`src/rtl/shift_pkg.sv`:
```
// Shared constants and entry payload type for the shift result FIFO.
package shift_pkg;

    localparam int unsigned DEFAULT_N     = 3;
    localparam int unsigned DEFAULT_DEPTH = 4;
    localparam int unsigned DEFAULT_W     = 2 ** DEFAULT_N;

    typedef struct packed {
        logic [DEFAULT_W-1:0] data;
        logic                 dir;
    } shift_entry_t;

endpackage

```
`src/rtl/shift_fifo_ptr.sv`:
```
// Read/write pointers, occupancy count and full/empty flags for a power-of-two FIFO.
module shift_fifo_ptr #(
    parameter  int unsigned DEPTH = 4,
    localparam int unsigned PW    = (DEPTH > 1) ? $clog2(DEPTH) : 1,
    localparam int unsigned CW    = $clog2(DEPTH + 1)
) (
    input  logic          clk,
    input  logic          reset,
    input  logic          push,
    input  logic          pop,
    output logic [PW-1:0] wr_ptr,
    output logic [PW-1:0] rd_ptr,
    output logic [CW-1:0] count,
    output logic          full,
    output logic          empty
);

    // Pointers are exactly log2(DEPTH) bits wide, so wrap is the natural overflow.
    always_ff @(posedge clk) begin
        if (reset) begin
            wr_ptr <= '0;
            rd_ptr <= '0;
            count  <= '0;
        end else begin
            if (push) wr_ptr <= wr_ptr + PW'(1);
            if (pop)  rd_ptr <= rd_ptr + PW'(1);
            if (push && !pop)
                count <= count + CW'(1);
            else if (pop && !push)
                count <= count - CW'(1);
        end
    end

    assign full  = (count == CW'(DEPTH));
    assign empty = (count == '0);

endmodule

```
`src/rtl/shift_result_fifo.sv`:
```
// Result FIFO behind the shifter: stores {data, dir} entries, flags all-zero heads.
// Optional rejected-push counter enabled by defining SHIFT_FIFO_DROP_CNT_EN.
module shift_result_fifo
    import shift_pkg::*;
#(
    parameter  int unsigned N     = DEFAULT_N,
    parameter  int unsigned DEPTH = DEFAULT_DEPTH,
    localparam int unsigned W     = 2 ** N,
    localparam int unsigned PW    = (DEPTH > 1) ? $clog2(DEPTH) : 1,
    localparam int unsigned CW    = $clog2(DEPTH + 1)
) (
    input  logic          clk,
    input  logic          reset,
    input  logic          in_valid,
    input  logic [W-1:0]  in_data,
    input  logic          in_dir,
    output logic          in_ready,
    output logic          out_valid,
    output logic [W-1:0]  out_data,
    output logic          out_dir,
    output logic          out_zero,
    input  logic          out_ready,
    output logic [CW-1:0] count,
    output logic [7:0]    drop_count
);

    // Same layout as shift_entry_t, sized by N rather than DEFAULT_N.
    typedef struct packed {
        logic [W-1:0] data;
        logic         dir;
    } entry_t;

    entry_t        mem [DEPTH];
    entry_t        head;
    logic [PW-1:0] wr_ptr;
    logic [PW-1:0] rd_ptr;
    logic          full;
    logic          empty;
    logic          push;
    logic          pop;

    assign in_ready  = !full;
    assign out_valid = !empty;
    assign push      = in_valid && in_ready;
    assign pop       = out_valid && out_ready;

    shift_fifo_ptr #(
        .DEPTH (DEPTH)
    ) u_ptr (
        .clk    (clk),
        .reset  (reset),
        .push   (push),
        .pop    (pop),
        .wr_ptr (wr_ptr),
        .rd_ptr (rd_ptr),
        .count  (count),
        .full   (full),
        .empty  (empty)
    );

    // Storage is not reset; a push coincident with reset is simply lost.
    always_ff @(posedge clk) begin
        if (push && !reset)
            mem[wr_ptr] <= entry_t'{data: in_data, dir: in_dir};
    end

    assign head     = mem[rd_ptr];
    assign out_data = head.data;
    assign out_dir  = head.dir;
    assign out_zero = out_valid && (head.data == '0);

`ifdef SHIFT_FIFO_DROP_CNT_EN
    logic [7:0] drop_reg;

    // Saturating count of pushes offered while full.
    always_ff @(posedge clk) begin
        if (reset)
            drop_reg <= '0;
        else if (in_valid && !in_ready && drop_reg != 8'hFF)
            drop_reg <= drop_reg + 8'd1;
    end

    assign drop_count = drop_reg;
`else
    assign drop_count = 8'd0;
`endif

endmodule
```
`config.mk`:
```
export PLATFORM = sky130hd
export DESIGN_NAME = shift_result_fifo
export DESIGN_NICKNAME = d
export VERILOG_FILES = /design/src/rtl/shift_pkg.sv /design/src/rtl/shift_fifo_ptr.sv /design/src/rtl/shift_result_fifo.sv
export SDC_FILE = /design/constraint.sdc
export NUM_CORES = 1
export LEC_CHECK = 0
export ABC_AREA = 1
export CORE_MARGIN = 10
export CORE_UTILIZATION = 30
export CTS_CLUSTER_DIAMETER = 60
export CTS_CLUSTER_SIZE = 16
export DETAILED_ROUTE_END_ITERATION = 7
export HOLD_SLACK_MARGIN = 0.05
export PLACE_DENSITY = 0.58
export SLEW_MARGIN = 20
export SYNTH_ARGS = -nofsm -noshare
export SYNTH_HDL_FRONTEND = slang
export SYNTH_SLANG_ARGS = --single-unit
```
`constraint.sdc`:
```
create_clock -name clk -period 2.4 [get_ports clk]
set_clock_uncertainty 0.2 [all_clocks]
set_input_delay 0.48 -clock clk [delete_from_list [all_inputs] [get_ports clk]]
set_output_delay 0.48 -clock clk [all_outputs]
set_load 0.03 [all_outputs]
```
==> results.txt <==
Synth top area share -> 0.544
Post-DR wirelength/cell -> 12.1 um
Primary FF master, synth -> edfxtp_1
Total CTS buffers -> 5
CP Data Required Time -> 1.72 ns
CTS tree -> done
Pre-Repair DR Iteration Count -> 4
Final setup vio count -> 0
Power share of the combinational group -> 0.417
Largest net degree at the start of global routing -> 19
Hold Path Class -> reg2reg
Storage element area -> 0.00126 mm^2
Final Power -> 0.00242 W
Avg Cell Area, Syn -> 10.7 um^2
Leakage -> 1.01 nW
Core area -> 0.00639 mm^2
Cell Area, Synth -> 0.00199 mm^2
Total GRT Usage -> 0.0733
Sequential share of power -> 0.406
Layout cells sized above 1 -> 0.145
CTS sink count -> 45
Final Cycle Share -> 0.951
Setup_tns -> 0 ns
Sw frac -> 0.381
IO Count -> 36
GPL Wtd Cong -> 0.742
Final Core Density -> 0.383
Crit Path Max Fanout -> 4
Peak VDD IR -> 682 uV
Crit path launch type -> flop
Vias -> 1,283
Status -> complete, no violations
Clock Power Share -> 0.177
Antenna Diode Count -> 0
Max-slew violations -> 0
Register clock-pin slew on the reported worst setup and hold paths -> 0.07 ns
Post CTS Setup Buffer Count -> 0
H-tree Lvls -> 2
Drt drc -> 0
Top-count cell post-synth -> nand2_1
Arrival time of the worst setup path -> 1.60 ns
Area of the multi-input gates -> 569 um^2
Cts hold-fix bufs -> 0
Net count, final -> 245
Switching power -> 0.000924 W
Register area share after synthesis -> 0.635
Root buffer cell -> clkbuf_8
Max-Cap Viols -> 0
Commonest cells post-synth -> nand2_1 (48), edfxtp_1 (36), inv_1 (21), nand3_1 (17), nor2_1 (10)
Worst Setup End Kind -> output port
Pwr per Cell Area -> 992 mW/mm^2
Ys async rst share -> 0
Final ANT Viol Nets -> 0
Post-DP HPWL -> 2.76 mm
RSZ-0062 raised after global routing -> false
Cell Int Power -> 0.00150 W
FF+latch count, synth -> 45
# port buffers -> 27
Clock latency on the worst-skew pair -> 0.28 ns
Synth unique cells -> 27
Initial Util -> 0.311
Final hold violation count -> 0
Area contributors post-synth -> edfxtp_1 (54%), dfxtp_1 (9.1%), nand2_1 (9.1%), nand3_1 (4.3%), inv_1 (4.0%)
Min Tclk post-route -> 2.28 ns
Peak Freq -> 438 MHz
Post-synth EDFFs -> 36
Vias/cell -> 4.22
First-pass GRT wire length -> 5.98 mm
Yosys synthesis warning count -> 0
Maximum clock path buffer count -> 2
Rows -> 29
Initial antenna violation count -> 0
Die outline width -> 101 um
Die area -> 0.0103 mm^2
Post-Route WL -> 3.67 mm
P&R area growth vs syn -> 23.0%
Fillers -> 638
Detailed router's first-iteration violation count -> 45
CP Class -> reg2out
Hold_ws -> 0.300 ns
Vert. Die Dim -> 101 um
Synth area leader -> edfxtp_1
Number of global-route vias before repair -> 1,283
Global route overflow -> 0
Synth Instances -> 186
## layout by cell type (no fill, tap or decap)
cell | Yosys | final
conb_1 | 1 | 8
a21oi_1 | 6 | 6
o211ai_2 | 1 | 1
nor2_1 | 10 | 10
o22ai_1 | 1 | 1
dfxtp_2 | 0 | 1
clkinv_2 | 0 | 2
o21bai_1 | 1 | 1
dlygate4sd2_1 | 0 | 7
nor2_2 | 2 | 2
clkbuf_8 | 0 | 5
clkbuf_1 | 1 | 1
edfxtp_1 | 36 | 36
buf_4 | 9 | 15
inv_1 | 21 | 21
clkdlybuf4s50_1 | 0 | 17
nor3b_1 | 1 | 1
inv_2 | 1 | 1
nand2_1 | 48 | 48
ha_1 | 5 | 5
nand2_2 | 1 | 1
inv_4 | 1 | 1
xor2_1 | 1 | 1
dfxtp_1 | 9 | 8
fa_1 | 1 | 1
a211oi_1 | 2 | 2
o21ai_0 | 4 | 4
nand3_2 | 1 | 2
nand3_1 | 17 | 16
or2_2 | 2 | 2
## layer usage
layer / up-vias / share of wire / routed length (um) / track usage
met3: 5 / 0.082 / 302 / 0.0279
met5: - / 0 / 0 / 0
li1: 675 / - / - / -
met4: 0 / 0.015 / 55 / 0.0354
met1: 567 / 0.45 / 1640 / 0.0805
met2: 36 / 0.45 / 1660 / 0.122
## cell families (layout without fill, tap and decap cells)
group | count (synthesis) | in the layout | share of synthesized area
flops | 45 | 45 | 0.635
buf+inv | 36 | 70 | 0.0945
fa+ha+maj | 6 | 6 | 0.0416
other cells | 1 | 8 | 0.00189
xor+xnor | 1 | 1 | 0.00441
compound gates | 15 | 15 | 0.0460
simple gates | 82 | 82 | 0.177
## worst max-delay path, cell delays in order (launching register included)
cell             delay (ns)
dfxtp_1                0.39
inv_1                  0.12
nand3_2                0.13
clkdlybuf4s50_1        0.69
## path summary, 6_finish.rpt
kind	from	end	slack, ns	depth (start not counted)
setup / recovery	u_ptr.count[0]	out_valid	0.12	3
hold / removal	u_ptr.rd_ptr[1]	u_ptr.rd_ptr[1]	0.30	2
setup reg to reg	u_ptr.count[0]	u_ptr.count[2]	0.33	10
hold reg to reg	u_ptr.rd_ptr[1]	u_ptr.rd_ptr[1]	0.30	2
## stage by stage
stage	std cells	worst slack [ns]	area [um^2]
6_report	304	0.117	2440
5_1_grt	304	0.0252	2440
4_1_cts	304	0.0999	2440
3_5_place_dp	296	-0.0317	2370
3_3_place_gp	296	0.0255	2370
2_1_floorplan	193	0.0538	2020
## power by group through the flow
| stage | clock network [W] | logic (W) | registers [W] |
|---|---|---|---|
| CTS | 0.000437 | 0.00103 | 0.000984 |
| floorplan | 0 | 0.000667 | 0.00103 |
| detailed placement | 0 | 0.00106 | 0.00100 |
| global route | 0.000473 | 0.00113 | 0.000995 |
| finish | 0.000429 | 0.00101 | 0.000983 |
| global placement | 0 | 0.00106 | 0.00100 |
## repair_timing
item,in CTS,in global routing
hold endpoints to repair,0,0
resized for setup,7,1
setup endpoints to repair,7,1
## registers in the layout, indices dropped and copies added, names as in the netlist, named ones only
register      flops
u_ptr.count       3
u_ptr.rd_ptr      2
u_ptr.wr_ptr      2
mem              36
## final cells by class
cell class	instances	share of cell area
sequential	45	0.517
multi-input combinational	112	0.233
timing repair buffer	39	0.141
tap	77	0.0394
inverter	23	0.0364
clock buffer	6	0.0297
clock inverter	2	0.00410
(Power assumes the default switching activity.)
